`config.mk`:
```
export PLATFORM = sky130hd
export DESIGN_NAME = fifo_width_adapter
export DESIGN_NICKNAME = d
export VERILOG_FILES = /design/src/rtl/fifo_adapter_pkg.sv /design/src/rtl/fifo_width_unpack.sv /design/src/rtl/fifo_width_adapter.sv
export SDC_FILE = /design/constraint.sdc
export NUM_CORES = 1
export LEC_CHECK = 0
export ABC_AREA = 1
export BUFFER_PORTS_ARGS = -buffer_cell sky130_fd_sc_hd__clkbuf_2
export CORE_UTILIZATION = 35
export DETAILED_ROUTE_END_ITERATION = 6
export GPL_ROUTABILITY_DRIVEN = 0
export GPL_TIMING_DRIVEN = 0
export PLACE_DENSITY_LB_ADDON = 0.25
export SYNTH_ARGS = -nofsm -noshare
export SYNTH_HDL_FRONTEND = slang
export SYNTH_SLANG_ARGS = --single-unit
```
`constraint.sdc`:
```
create_clock -name clk_core -period 4.8 [get_ports clk_core]
set_clock_uncertainty 0.1 [all_clocks]
set_input_delay 0.72 -clock clk_core [delete_from_list [all_inputs] [get_ports clk_core]]
set_output_delay 0.72 -clock clk_core [all_outputs]
set_load 0.005 [all_outputs]
```
`src/rtl/fifo_adapter_pkg.sv`:
```
// rtl/fifo_adapter_pkg.sv - lane placement and count helpers shared by the width adapter
package fifo_adapter_pkg;

  // Lane index inside a wide word for the n-th narrow item.
  function automatic int lane_pos(input int index, input int ratio, input bit msb_first);
    return msb_first ? (ratio - 1 - index) : index;
  endfunction

  // A count of 0 or beyond the word size means a full word.
  function automatic int norm_count(input int count, input int ratio);
    return (count == 0 || count > ratio) ? ratio : count;
  endfunction

endpackage

```
`src/rtl/fifo_width_unpack.sv`:
```
// rtl/fifo_width_unpack.sv - read path: splits wide words into narrow lanes honouring the valid-lane count
module fifo_width_unpack
  import fifo_adapter_pkg::*;
#(
  parameter int lane_width = 8,
  parameter int ratio = 2,
  parameter bit msb_first = 1'b1,
  parameter int cnt_width = $clog2(ratio + 1)
) (
  input  logic                        clk,
  input  logic                        reset_n,
  input  logic                        wide_valid,
  output logic                        wide_ready,
  input  logic [lane_width*ratio-1:0] wide_data,
  input  logic [cnt_width-1:0]        wide_count,
  output logic                        lane_valid,
  input  logic                        lane_ready,
  output logic [lane_width-1:0]       lane_data
);

  logic [lane_width*ratio-1:0] hold_data;
  logic [cnt_width-1:0]        idx;
  logic [cnt_width-1:0]        count;
  logic                        hold_valid;
  logic                        last_lane;
  logic                        lane_fire;
  logic                        wide_fire;

  assign last_lane  = (idx == count - cnt_width'(1));
  assign lane_fire  = hold_valid && lane_ready;
  // Refill in the same cycle the last lane leaves so words stream without a bubble.
  assign wide_ready = reset_n && (!hold_valid || (lane_fire && last_lane));
  assign wide_fire  = wide_valid && wide_ready;
  assign lane_valid = hold_valid;
  assign lane_data  = hold_data[lane_pos(int'(idx), ratio, msb_first) * lane_width +: lane_width];

  always_ff @(posedge clk or negedge reset_n) begin
    if (!reset_n) begin
      hold_data  <= '0;
      idx        <= '0;
      count      <= '0;
      hold_valid <= 1'b0;
    end else if (wide_fire) begin
      hold_data  <= wide_data;
      count      <= cnt_width'(norm_count(int'(wide_count), ratio));
      idx        <= '0;
      hold_valid <= 1'b1;
    end else if (lane_fire) begin
      if (last_lane) begin
        hold_valid <= 1'b0;
        idx        <= '0;
      end else begin
        idx <= idx + cnt_width'(1);
      end
    end
  end

endmodule

```
`src/rtl/fifo_width_adapter.sv`:
```
// rtl/fifo_width_adapter.sv - narrow-lane to wide-word pack path with flush, plus unpack read path
module fifo_width_adapter
  import fifo_adapter_pkg::*;
#(
  parameter int lane_width = 8,
  parameter int ratio = 2,
  parameter bit msb_first = 1'b1,
  parameter int cnt_width = $clog2(ratio + 1)
) (
  input  logic                        clk_core,
  input  logic                        reset_n,
  input  logic                        narrow_wr_valid,
  output logic                        narrow_wr_ready,
  input  logic [lane_width-1:0]       narrow_wr_data,
  input  logic                        flush,
  output logic                        wide_wr_valid,
  input  logic                        wide_wr_ready,
  output logic [lane_width*ratio-1:0] wide_wr_data,
  output logic [cnt_width-1:0]        wide_wr_count,
  input  logic                        wide_rd_valid,
  output logic                        wide_rd_ready,
  input  logic [lane_width*ratio-1:0] wide_rd_data,
  input  logic [cnt_width-1:0]        wide_rd_count,
  output logic                        narrow_rd_valid,
  input  logic                        narrow_rd_ready,
  output logic [lane_width-1:0]       narrow_rd_data
);

  localparam int word_width = lane_width * ratio;

  logic [word_width-1:0] acc, acc_merged, acc_next, out_data, out_data_next;
  logic [cnt_width-1:0]  fill, fill_inc, fill_next, out_count, out_count_next;
  logic                  out_valid, out_valid_next, flush_pending, flush_pending_next;
  logic                  wr_fire, completing, flush_exec, load;

  assign narrow_wr_ready = reset_n && (!out_valid || wide_wr_ready);
  assign wr_fire         = narrow_wr_valid && narrow_wr_ready;
  assign fill_inc        = fill + cnt_width'(1);
  assign completing      = wr_fire && (fill == cnt_width'(ratio - 1));
  assign flush_exec      = (flush || flush_pending) && narrow_wr_ready;

  always_comb begin
    acc_merged = acc;
    if (wr_fire)
      acc_merged[lane_pos(int'(fill), ratio, msb_first) * lane_width +: lane_width] = narrow_wr_data;
    acc_next           = acc;
    fill_next          = fill;
    out_data_next      = out_data;
    out_count_next     = out_count;
    out_valid_next     = out_valid && !wide_wr_ready;
    flush_pending_next = (flush_pending || flush) && !flush_exec;
    load               = 1'b0;
    // A completing lane wins over flush, which then has nothing left to emit.
    if (completing) begin
      load           = 1'b1;
      out_data_next  = acc_merged;
      out_count_next = cnt_width'(ratio);
    end else if (flush_exec && (wr_fire || fill != '0)) begin
      load           = 1'b1;
      out_data_next  = acc_merged;
      out_count_next = wr_fire ? fill_inc : fill;
    end else if (wr_fire) begin
      acc_next  = acc_merged;
      fill_next = fill_inc;
    end
    if (load) begin
      acc_next       = '0;
      fill_next      = '0;
      out_valid_next = 1'b1;
    end
  end

  always_ff @(posedge clk_core or negedge reset_n) begin
    if (!reset_n) begin
      acc           <= '0;
      fill          <= '0;
      out_data      <= '0;
      out_count     <= '0;
      out_valid     <= 1'b0;
      flush_pending <= 1'b0;
    end else begin
      acc           <= acc_next;
      fill          <= fill_next;
      out_data      <= out_data_next;
      out_count     <= out_count_next;
      out_valid     <= out_valid_next;
      flush_pending <= flush_pending_next;
    end
  end

  assign wide_wr_valid = out_valid;
  assign wide_wr_data  = out_data;
  assign wide_wr_count = out_count;

  fifo_width_unpack #(
    .lane_width(lane_width),
    .ratio     (ratio),
    .msb_first (msb_first),
    .cnt_width (cnt_width)
  ) u_unpack (
    .clk       (clk_core),
    .reset_n   (reset_n),
    .wide_valid(wide_rd_valid),
    .wide_ready(wide_rd_ready),
    .wide_data (wide_rd_data),
    .wide_count(wide_rd_count),
    .lane_valid(narrow_rd_valid),
    .lane_ready(narrow_rd_ready),
    .lane_data (narrow_rd_data)
  );

endmodule

```
* Word level (Yosys, flattened, before mapping) *
Index checks and enable logic that the tools add are counted.

word-level totals
  bits in registers = 59
  input port bits = 33

operators by class
  shift-type cells = 3
  $lt $le $gt $ge = 1
  $add $sub $neg = 6
  equality and inequality tests = 4
  multiplexer cells = 24
  reduce and logical (&&, ||, !) cells = 29

operator list
  cell                     number
  $mux 16                  7
  $neg 6->33               1
  $shift 8x33->16 const A  1
  $shiftx 8x33->16         1
  $shiftx 16x32->8         1
  $mux 2                   10
  $bwmux 16                1
  $logic_and 1x1->1        11
  $reduce_bool 2->1        5
  $mux 1                   6
  $sub 1x2->3 const A      2
  $logic_or 1x1->1         5
  $add 2x1->2 const B      2
  $logic_not 1->1          4
  $reduce_and 2->1         2
  $reduce_and 3->1         1
  $eq 2x1->1 const B       1
  $eq 2x2->1               1
  $gt 2x2->1 const B       1
  $logic_not 2->1          1
  $ne 2x1->1 const B       1
  $ne 2x2->1 const B       1
  $sub 2x1->2 const B      1

* Longest topological paths before layout *
Gate-level depths: netlist (run 1).

  depth after elaboration = 10
  gate-level depth with buffers = 10
  depth with buffers taken out = 9

* Cells and area by module *
A second synthesis (run 1) with hierarchy kept.

second synthesis, totals
  cells, all modules = 370
  area, all modules = 2911.5 um^2

modules (own cells, without submodules)
  module              instances  cells each  area an instance (um^2)  sequential area each (um^2)
  fifo_width_adapter  1          236         1841.8                   950.9
  fifo_width_unpack   1          134         1069.8                   525.5

* Worst setup path before layout (run 1) *
Ideal clock, no wire load.

  path kind = in2out
  from = input reset_n
  to = output wide_rd_ready
  setup slack = 2.813 ns
  data arrival time = 1.167 ns
  buffers on the path = 2
  stages on the path = 4
  cells stage by stage = buf_4 clkbuf_8 inv_1 a21oi_1

between the ends
  word-level cells in the longest chain between the ends = 1

RTL lines
  item               RTL line                  source
  start, declared    fifo_width_adapter.sv:11  input logic reset_n,
  $logic_and 1x1->1  fifo_width_unpack.sv:32   assign wide_ready = reset_n && (!hold_valid || (lane_fire && last_lane));
  end, declared      fifo_width_adapter.sv:21  output logic wide_rd_ready,

No other way between the ends.

* Worst setup path after layout (run 1) *
Ends and elaborated chain as after synthesis.

==> results.py, run 1 <==
metrics = {
    "pwr": {
        "swShare_pct": 38.00,
        "power-per-cell-area_nw_per_um2": 660.4,
        "fin_total_pwr_mw": 2.358,
        "seqPwrFrac_pct": 34.7,
        "share_comb_of_total_power_pct": 41.8,
        "internal_power_mw": 1.462,
        "power.leakage_nw": 1.957,
        "ir_drop_v": 0.0002990,
        "p_switching_uw": 895.8,
        "pwr-share-clk_pct": 23.5,
    },
    "cells_and_area": {
        "final_cell_mix": "nand2_1, clkbuf_2, dfrtp_1",
        "nets": 461,
        "stdcell_area_sq_um": 3570,
        "diodes": 0,
        "syn_to_final_growth_pct": 23.40,
        "drive_above_1_share_pct": 25.58,
        "final_common_cell": "nand2_1",
    },
    "worst_setup_path": {
        "critPathKind": "in -> out",
        "cp_max_fo": 62,
        "endpoint_kind": "output pin",
        "cp.arrival_ns": 2.21,
        "reg2reg_from": "fill[0]$_DFFE_PN0P_",
        "startpoint_type": "primary input",
        "critPathLaunch": "reset_n",
        "worstPathRequired_ns": 3.98,
    },
    "route": {
        "antenna_left": 0,
        "drtIter0Drc": 169,
        "drc": 0,
        "routed_wirelength_microns": 6739,
        "post_drt_via_cell_ratio": 4.573,
        "wl_per_cell_microns": 12.67,
        "firstDrtPassIters": 4,
        "vias": 2433,
    },
    "clock_network": {
        "clock-sinks": 59,
        "htree_levels": 3,
        "clk_pin_slew_ns": 0.06,
        "clkLatencyLatePin_ns": 0.34,
        "cts_resized": 0,
        "cts_made_buffers": 9,
        "ctsHoldBuffers": 0,
        "post_cts_buffers": 0,
        "cts_buffer_depth": 2,
        "cts-root-buf": "clkbuf_8",
        "tritoncts": "built",
    },
    "floorplanning": {
        "die-area_sq_um": 8632,
        "fp.dieW_microns": 92.91,
        "io_pins": 63,
        "die_h_microns": 92.91,
        "initial_utilization_pct": 36.86,
        "coreArea_sq_um": 7848,
        "core.rowCount": 32,
    },
    "global_route": {
        "grt_usage_pct": 17.79,
        "grt_max_degree": 63,
        "grt_pass1_wl_microns": 11720,
        "antenna_found_initial": 0,
        "grt-ovfl-total": 0,
        "grt_pass1_vias": 2469,
    },
    "sta": {
        "finalSetupTns_ns": 0,
        "relSlewSlack_pct": 42.50,
        "fmax_mhz": 330.0,
        "slew_viol_final": 0,
        "period_share_pct": 63.12,
        "hold_violations": 0,
        "min_period_ns": 3.030,
        "setup_viol": 0,
        "rsz0062_at_grt": "no",
        "tightest_slew_ns": 0.8625,
    },
    "place": {
        "dpl_cell_area_sq_um": 3328,
        "port_buffers": 61,
        "hpwl_microns": 4680,
    },
    "min_path": {
        "hp-class": "reg -> reg",
        "hold_start": "u_unpack.hold_data[14]$_DFFE_PN0P_",
    },
    "logic_synthesis": {
        "synth_area_leader_cell": "dfrtp_1",
        "synth_cell_type_count": 27,
        "syn_nets": 389,
        "yosysWarnings": 0,
        "yosys-top-cells-area": "dfrtp_1, nand2_1, nor2_1",
        "yosysSeqAreaShare_pct": 51.04,
        "netlist_area_sq_um": 2893,
        "yosys_register_bits": 59,
        "syn_area_per_cell_sq_um": 8.195,
        "syn-instance-count": 353,
        "synth_top_area_share_pct": 51.04,
    },
    "run": {
        "cap_viol_max_count": 0,
    },
    "status": {
        "outcome": "completed",
    },
}
power by group through the flow:
stage / clock, mW / sequential, mW / combinational [mW]
detailed placement: 0 / 0.827 / 0.993
CTS: 0.570 / 0.819 / 1.00
finish: 0.555 / 0.817 / 0.985
global route: 0.589 / 0.846 / 1.14
floorplan: 0 / 0.814 / 0.676
global placement: 0 / 0.819 / 0.976
kinds of logic after synthesis:
logic type               synth area share [%]
AND/OR/NAND/NOR                         29.33
flip-flops                              51.04
buffers and inverters                   10.25
AO/OA/AOI/OAI                           7.786
adder cells (fa/ha/maj)                 1.298
XOR/XNOR                               0.3028
worst max-delay path: stages:
cell and delay (ns):
clkbuf_4 0.66, buf_4 0.31, clkbuf_8 0.19, inv_1 0.04, a21oi_1 0.11, clkbuf_2 0.13
sequential cells by signal, summed over array words and instances, names as in the netlist:
name,flops
wide_wr_valid,1
u_unpack.idx,2
wide_wr_data,16
u_unpack.hold_data,16
fill,2
u_unpack.count,2
acc,16
wide_wr_count,2
flush_pending,1
u_unpack.lane_valid,1
per-stage QoR:
| step | util [%] | setup slack [ns] | hold WS [ns] | instances |
|---|---|---|---|---|
| 2_1_floorplan | - | 2.813 | 0.3244 | 353 |
| 3_3_place_gp | 42.38 | 1.172 | 0.3496 | 516 |
| 3_5_place_dp | 42.41 | 1.706 | 0.3534 | 516 |
| 4_1_cts | 45.49 | 1.711 | 0.3713 | 532 |
| 5_1_grt | 45.49 | 1.576 | 0.3962 | 532 |
| 6_report | 45.49 | 1.770 | 0.3688 | 532 |
layer usage:
metal / vias up / GRT usage, % / routed length (microns)
met1: 1125 / 23.52 / 3215
met2: 43 / 27.45 / 3133
met4: 0 / 7.436 / 82
met5: - / 0 / 0
met3: 7 / 4.762 / 308
li1: 1258 / - / -
path summary, 6_finish.rpt:
kind                       cells after the start  slack [ns]                                 end
min in group asynchronous                      1        0.42   u_unpack.hold_data[2]$_DFFE_PN0P_
min                                            2        0.37  u_unpack.hold_data[14]$_DFFE_PN0P_
min reg2reg                                    2        0.37  u_unpack.hold_data[14]$_DFFE_PN0P_
max                                            6        1.77                       wide_rd_ready
max in group asynchronous                      1        3.62         u_unpack.idx[1]$_DFFE_PN0P_
max reg2reg                                    7        2.91        wide_wr_data[11]$_DFFE_PN0P_
synth_stat cells:
master    instances
a21boi_0          1
and2_1            1
o21ai_1          17
o21ai_0          23
clkbuf_1          1
a21oi_1           2
nand4_1          18
buf_4             2
nand2_2           6
clkbuf_8          2
buf_8             1
nand2_1         120
xor2_1            1
ha_1              3
nor2_4            1
nand3_4           1
nand3_2           3
inv_2             6
buf_6             5
inv_1            31
o21a_1            1
nand2_4           2
dfrtp_1          59
nor2_1           36
nand3_1           5
buf_12            1
buf_2             4
final cells by class:
| class | instances | area, sq um |
|---|---|---|
| buffer | 16 | 157.7 |
| clock buffer | 11 | 141.4 |
| clock inverter | 5 | 100.1 |
| fill | 825 | 4278 |
| inverter | 37 | 138.9 |
| multi-input combinational | 241 | 1120 |
| sequential | 59 | 1476 |
| tap | 102 | 127.6 |
| timing repair buffer | 61 | 307.8 |
Power figures use the tool's default switching activity.
==> run 2, diff against run 1 <==
--- a/config.mk
+++ b/config.mk
@@ -5,7 +5,7 @@
 export SDC_FILE = /design/constraint.sdc
 export NUM_CORES = 1
 export LEC_CHECK = 0
-export ABC_AREA = 1
+export ABC_AREA = 0
 export BUFFER_PORTS_ARGS = -buffer_cell sky130_fd_sc_hd__clkbuf_2
 export CORE_UTILIZATION = 35
 export DETAILED_ROUTE_END_ITERATION = 6
==> constraint.sdc (replaced) <==
create_clock -name clk_core -period 3 [get_ports clk_core]
set_clock_uncertainty 0.1 [all_clocks]
set_input_delay 0.45 -clock clk_core [delete_from_list [all_inputs] [get_ports clk_core]]
set_output_delay 0.45 -clock clk_core [all_outputs]
set_load 0.005 [all_outputs]
==> run 2 against run 1 <==
  * Power is 29% higher
  * Sequential cell count stayed put
  * Sequential power rose by 44%
  * Hold slack got worse by 0.24 ns
  * Combinational power up 16%
  * First-iteration DRC count down 62%
  * Cell count fell by 19%
  * Global-route usage shrank 1.6 points
  * Critical endpoint is now narrow_wr_ready
==> results.py, run 2 <==
metrics = {
    "place": {
        "dpl.cell_count": 413,
        "dpl_cell_area_sq_um": 3261,
        "hpwl_microns": 4454,
        "pre_cts_ws_ns": 0.1344,
        "port_buffers": 61,
    },
    "cells_and_area": {
        "syn_to_final_growth_pct": 22.28,
        "final_core_util_pct": 44.47,
        "nFillCells": 775,
        "stdcell_area_sq_um": 3455,
        "final_cells": 429,
        "multi_input_area_sq_um": 1256,
        "drive_above_1_share_pct": 31.80,
        "final-seq-area_sq_um": 1476,
        "final_cell_mix": "clkbuf_2, dfrtp_1, mux2i_1, nand2_1",
        "diodes": 0,
        "nets": 358,
        "final_common_cell": "clkbuf_2",
    },
    "logic_synthesis": {
        "syn-instance-count": 250,
        "syn_nets": 286,
        "yosysSeqAreaShare_pct": 52.26,
        "async_reset_ff_share_pct": 100.0,
        "syn_area_per_cell_sq_um": 11.30,
        "synth_cell_type_count": 44,
        "synthFlopType": "dfrtp_1",
        "synth_top_area_share_pct": 52.26,
        "netlist_top_cells_count": "dfrtp_1, mux2i_1, nand2_1",
        "synth_area_leader_cell": "dfrtp_1",
        "yosysMostFrequentCell": "dfrtp_1",
        "yosys_register_bits": 59,
        "synth_edf_count": 0,
        "yosysWarnings": 0,
        "yosys-top-cells-area": "dfrtp_1, mux2i_1, mux2_2",
        "netlist_area_sq_um": 2825,
    },
    "clock_network": {
        "cts_buffer_depth": 2,
        "htree_levels": 3,
        "post_cts_buffers": 0,
        "ctsHoldBuffers": 0,
        "clkLatencyLatePin_ns": 0.33,
        "cts-root-buf": "clkbuf_8",
        "clk_pin_slew_ns": 0.07,
        "clock-sinks": 59,
        "cts_resized": 0,
        "tritoncts": "built",
        "cts_made_buffers": 9,
    },
    "global_route": {
        "antenna_found_initial": 0,
        "grt_usage_pct": 16.19,
        "grt_pass1_wl_microns": 10500,
        "grt_pass1_vias": 2070,
        "grt_max_degree": 61,
        "grt-ovfl-total": 0,
    },
    "worst_setup_path": {
        "r2r_slack_ns": 0.45,
        "endpoint_kind": "output pin",
        "reg2reg_from": "fill[0]$_DFFE_PN0P_",
        "worstPathRequired_ns": 2.45,
        "cp_max_fo": 60,
        "rr_worst_depth": 7,
        "cp.arrival_ns": 2.04,
        "startpoint_type": "primary input",
        "r2r_end": "wide_wr_data[14]$_DFFE_PN0P_",
        "path_common_cell": "clkbuf_1",
        "path_cells": "clkbuf_4, clkbuf_1, and2_0, clkbuf_1, clkbuf_2",
        "cp_slowest_cell": "clkbuf_4",
        "max_stage_delay_ns": 0.64,
        "critPathKind": "in -> out",
    },
    "floorplanning": {
        "fp.dieW_microns": 91.85,
        "die_h_microns": 91.85,
        "core.rowCount": 32,
        "die-area_sq_um": 8436,
        "coreArea_sq_um": 7767,
        "io_pins": 63,
        "initial_utilization_pct": 36.37,
    },
    "sta": {
        "period_share_pct": 86.19,
        "holdWs_ns": 0.1320,
        "worst_slack_ns": 0.4143,
        "slew_viol_final": 0,
        "fmax_mhz": 386.7,
        "relSlewSlack_pct": 45.01,
        "setup_viol": 0,
        "rsz0062_at_grt": "no",
        "min_period_ns": 2.586,
        "tightest_slew_ns": 0.8249,
        "finalSetupTns_ns": 0,
        "hold_violations": 0,
    },
    "route": {
        "wl_per_cell_microns": 15.14,
        "firstDrtPassIters": 5,
        "drtIter0Drc": 65,
        "vias": 2121,
        "antenna_left": 0,
        "routed_wirelength_microns": 6495,
        "drc": 0,
        "post_drt_via_cell_ratio": 4.944,
    },
    "min_path": {
        "hp-class": "in -> async",
    },
    "run": {
        "cap_viol_max_count": 0,
    },
    "status": {
        "outcome": "completed",
    },
    "pwr": {
        "power-per-cell-area_nw_per_um2": 880.5,
        "fin_total_pwr_mw": 3.042,
        "power.leakage_nw": 1.723,
        "ir_drop_v": 0.0003345,
    },
}
[run 2: cell count changes after synthesis, moves of 6 or more]
cell and change:
a22o_1 +16, nor2_1 -22, mux2_2 +17, mux2i_1 +25, o21ai_1 -16, and2_1 +12
nand4_1 -16, inv_2 -6, nand2_1 -95, inv_1 -26, nand2_2 -6, o21ai_0 -6
clkbuf_1 +7
[run 2: critical path: cells and delay by family]
kind	cells	cell delay, ns
buffers and inverters	4	1.38
AND/OR/NAND/NOR	1	0.17
[run 2: where the power goes]
part	leakage [nW]	switching [mW]	internal [mW]
clock	0.0991	0.314	0.402
combinational	0.855	0.604	0.538
sequential	0.769	0.148	1.04
[run 2: logic make-up (layout without fill, tap and decap cells)]
logic type / after synthesis / in the layout / share of synthesized area [%]
flip-flops: 59 / 59 / 52.26
AO/OA/AOI/OAI: 50 / 50 / 12.71
buffers and inverters: 19 / 96 / 3.277
XOR/XNOR: 1 / 1 / 0.3101
AND/OR/NAND/NOR: 75 / 75 / 14.08
adder cells (fa/ha/maj): 3 / 3 / 1.329
multiplexers: 43 / 43 / 16.03
[run 2: cell type report]
type,instances,area share (%)
Clock buffer,11,4.093
Inverter,5,0.5433
Clock inverter,5,1.521
Timing Repair Buffer,61,8.910
Tap cell,102,3.694
Multi-Input combinational cell,172,36.36
Buffer,14,2.137
Sequential cell,59,42.74
[run 2: worst max path at each step]
stage,startpoint,endpoint,slack [ns],depth (start not counted)
final,reset_n,narrow_wr_ready,0.41,5
after CTS,reset_n,narrow_wr_ready,0.37,5
after detailed placement,reset_n,acc[12]$_DFFE_PN0P_,0.13,6
after floorplan,fill[0]$_DFFE_PN0P_,wide_wr_data[14]$_DFFE_PN0P_,1.01,7
after global routing,reset_n,narrow_wr_ready,0.21,5
after global placement,reset_n,acc[11]$_DFFE_PN0P_,-0.28,6
[run 2: metal layers]
layer	vias to the layer above	global-route usage, %	routed length [microns]
li1	1032	-	-
met1	1013	21.03	3128
met2	67	25.81	2935
met3	9	5.058	328
met4	0	4.948	104
met5	-	0	0
==> run 3, diff against run 2 <==
--- a/config.mk
+++ b/config.mk
@@ -14,4 +14,5 @@
 export PLACE_DENSITY_LB_ADDON = 0.25
 export SYNTH_ARGS = -nofsm -noshare
 export SYNTH_HDL_FRONTEND = slang
+export SYNTH_HIERARCHICAL = 1
 export SYNTH_SLANG_ARGS = --single-unit
==> run 3 against run 2 <==
  * Critical endpoint unchanged
  * Setup slack worse by 0.055 ns
  * Critical path depth increased by 1
  * Core utilization grew 0.97 points
==> results.py, run 3 <==
metrics = {
    "status": {
        "outcome": "completed",
    },
    "logic_synthesis": {
        "yosysWarnings": 6,
        "synth_top_family_by_area": "simple AND/OR/NAND/NOR gates",
        "netlist_top_cells_count": "dfrtp_1, nand2_1, nand4_1",
        "yosys-top-cells-area": "dfrtp_1, mux2_2, a22o_1",
        "synth_area_leader_cell": "dfrtp_1",
        "synth_top_area_share_pct": 50.86,
        "syn_area_per_cell_sq_um": 11.52,
        "async_reset_ff_share_pct": 100.0,
        "yosysSeqAreaShare_pct": 50.86,
        "syn-instance-count": 252,
        "synth_xor_area_share_pct": 0.6034,
        "yosysMostFrequentCell": "dfrtp_1",
        "syn_nets": 288,
        "synth_compound_area_share_pct": 15.13,
        "yosys.area_share.simple_pct": 16.98,
        "synth_edf_count": 0,
        "netlist_area_sq_um": 2903,
        "synth_mux_area_share_pct": 10.91,
        "synthFlopType": "dfrtp_1",
        "yosys_register_bits": 59,
        "synth_cell_type_count": 46,
        "synthAdderAreaFrac_pct": 1.293,
    },
    "sta": {
        "min_period_ns": 2.640,
        "setup_viol": 0,
        "tightest_slew_ns": 0.7365,
        "fmax_mhz": 378.8,
        "relSlewSlack_pct": 50.90,
        "rsz0062_at_grt": "no",
        "period_share_pct": 88.01,
        "hold_violations": 0,
        "slew_viol_final": 0,
    },
    "min_path": {
        "hold_start": "wide_rd_data[12]",
        "whs_endpoint": "u_unpack/hold_data[12]$_DFFE_PN0P_",
        "hold_depth": 2,
        "hp-class": "in -> reg",
    },
    "cells_and_area": {
        "stdcell_area_sq_um": 3585,
        "final_cells": 434,
        "diodes": 0,
        "nets": 363,
        "nFillCells": 785,
        "multi_input_area_sq_um": 1304,
        "final_core_util_pct": 45.45,
        "final_common_cell": "clkbuf_2",
        "drive_above_1_share_pct": 36.45,
        "syn_to_final_growth_pct": 23.49,
        "final-seq-area_sq_um": 1476,
        "final_cell_mix": "clkbuf_2, dfrtp_1, nand2_1",
    },
    "clock_network": {
        "cts_resized": 0,
        "post_cts_buffers": 0,
        "ctsHoldBuffers": 1,
        "tritoncts": "built",
        "cts_made_buffers": 9,
        "clock-sinks": 59,
        "clkLatencyLatePin_ns": 0.34,
        "cts_buffer_depth": 2,
        "htree_levels": 3,
        "cts-root-buf": "clkbuf_8",
        "clk_pin_slew_ns": 0.07,
    },
    "worst_setup_path": {
        "startpoint_type": "primary input",
        "endpoint_kind": "output pin",
        "path_cells": "dlygate4sd3_1, clkbuf_4, buf_16, and2_1, clkbuf_1, clkbuf_2",
        "critPathKind": "in -> out",
        "r2r_end": "u_unpack/hold_data[9]$_DFFE_PN0P_",
        "cp_slowest_cell": "dlygate4sd3_1",
        "max_stage_delay_ns": 0.52,
        "worstPathRequired_ns": 2.45,
        "reg2reg_from": "u_unpack/count[1]$_DFFE_PN0P_",
        "r2r_slack_ns": 0.76,
        "cp_max_fo": 48,
        "cp.arrival_ns": 2.09,
        "rr_worst_depth": 5,
    },
    "floorplanning": {
        "die-area_sq_um": 8662,
        "coreArea_sq_um": 7888,
        "io_pins": 63,
        "fp.dieW_microns": 93.07,
        "initial_utilization_pct": 36.80,
        "core.rowCount": 32,
        "die_h_microns": 93.07,
    },
    "global_route": {
        "grt-ovfl-total": 0,
        "grt_usage_pct": 16.70,
        "grt_max_degree": 49,
        "grt_pass1_vias": 2190,
        "grt_pass1_wl_microns": 11030,
        "antenna_found_initial": 0,
    },
    "pwr": {
        "seqPwrFrac_pct": 37.7,
        "power-per-cell-area_nw_per_um2": 941.9,
        "swShare_pct": 35.36,
        "internal_power_mw": 2.182,
        "ir_drop_v": 0.0002956,
        "pwr-share-clk_pct": 22.2,
        "power.leakage_nw": 1.635,
        "fin_total_pwr_mw": 3.377,
        "p_switching_mw": 1.194,
        "share_comb_of_total_power_pct": 40.1,
    },
    "route": {
        "vias": 2243,
        "drc": 0,
        "antenna_left": 0,
        "firstDrtPassIters": 4,
        "drtIter0Drc": 82,
        "post_drt_via_cell_ratio": 5.168,
        "routed_wirelength_microns": 6700,
        "wl_per_cell_microns": 15.44,
    },
    "place": {
        "port_buffers": 62,
        "hpwl_microns": 4582,
        "dpl.cell_count": 417,
        "dpl_cell_area_sq_um": 3371,
    },
    "run": {
        "cap_viol_max_count": 0,
    },
}
run 3: power by group through the flow:
stage	logic (mW)	registers, mW	clock network, mW
2_1_floorplan	0.894	1.27	0
3_3_place_gp	1.35	1.28	0
6_report	1.36	1.27	0.748
5_1_grt	1.50	1.31	0.806
3_5_place_dp	1.38	1.29	0
4_1_cts	1.38	1.28	0.777
run 3: kinds of logic (layout without fill, tap and decap cells):
logic type	count (synthesis)	after routing
AOI/OAI and AO/OA	50	50
xor gates and xnor gates	2	2
buffers and inverters	20	100
and+or+nand+nor	89	89
adders and majority gates	3	3
DFF	59	59
muxes	29	29
run 3: metal layers:
layer | vias up | GRT usage, % | routed length, microns
li1 | 1077 | - | -
met1 | 1084 | 21.40 | 3136
met2 | 70 | 26.96 | 3107
met3 | 12 | 5.447 | 386
met4 | 0 | 4.744 | 70
met5 | - | 0 | 0
run 3: stage by stage:
stage | hold WS, ns | setup TNS [ns] | worst slack [ns]
6_report | 0.2411 | 0 | 0.3598
3_5_place_dp | 0.2836 | 0 | 0.7370
3_3_place_gp | 0.3842 | -7.022 | -0.4574
2_1_floorplan | 0.05441 | 0 | 1.014
5_1_grt | 0.2270 | 0 | 0.2160
4_1_cts | 0.2259 | 0 | 0.3211
run 3: cell type report:
cell class                      instances  area share, %
Tap cell                              102          3.560
Multi-Input combinational cell        173          36.37
Inverter                                6         0.6981
Clock inverter                          4          1.361
Timing Repair Buffer                   64          9.773
Clock buffer                           12          4.328
Sequential cell                        59          41.19
Buffer                                 14          2.723
run 3: worst max path at each step:
| stage | from | end | slack (ns) | cells past startpoint |
|---|---|---|---|---|
| 3_3_place_gp | reset_n | u_unpack/hold_data[8]$_DFFE_PN0P_ | -0.46 | 5 |
| 5_1_grt | reset_n | narrow_wr_ready | 0.22 | 6 |
| 2_1_floorplan | u_unpack/count[1]$_DFFE_PN0P_ | u_unpack/hold_data[10]$_DFFE_PN0P_ | 1.01 | 5 |
| 4_1_cts | reset_n | narrow_wr_ready | 0.32 | 6 |
| 6_report | reset_n | narrow_wr_ready | 0.36 | 6 |
| 3_5_place_dp | reset_n | acc[3]$_DFFE_PN0P_ | 0.74 | 6 |
run 3: worst max-delay path: cells and delay by family:
kind / cells / cell delay (ns)
simple gates: 1 / 0.16
buf+inv: 5 / 1.45
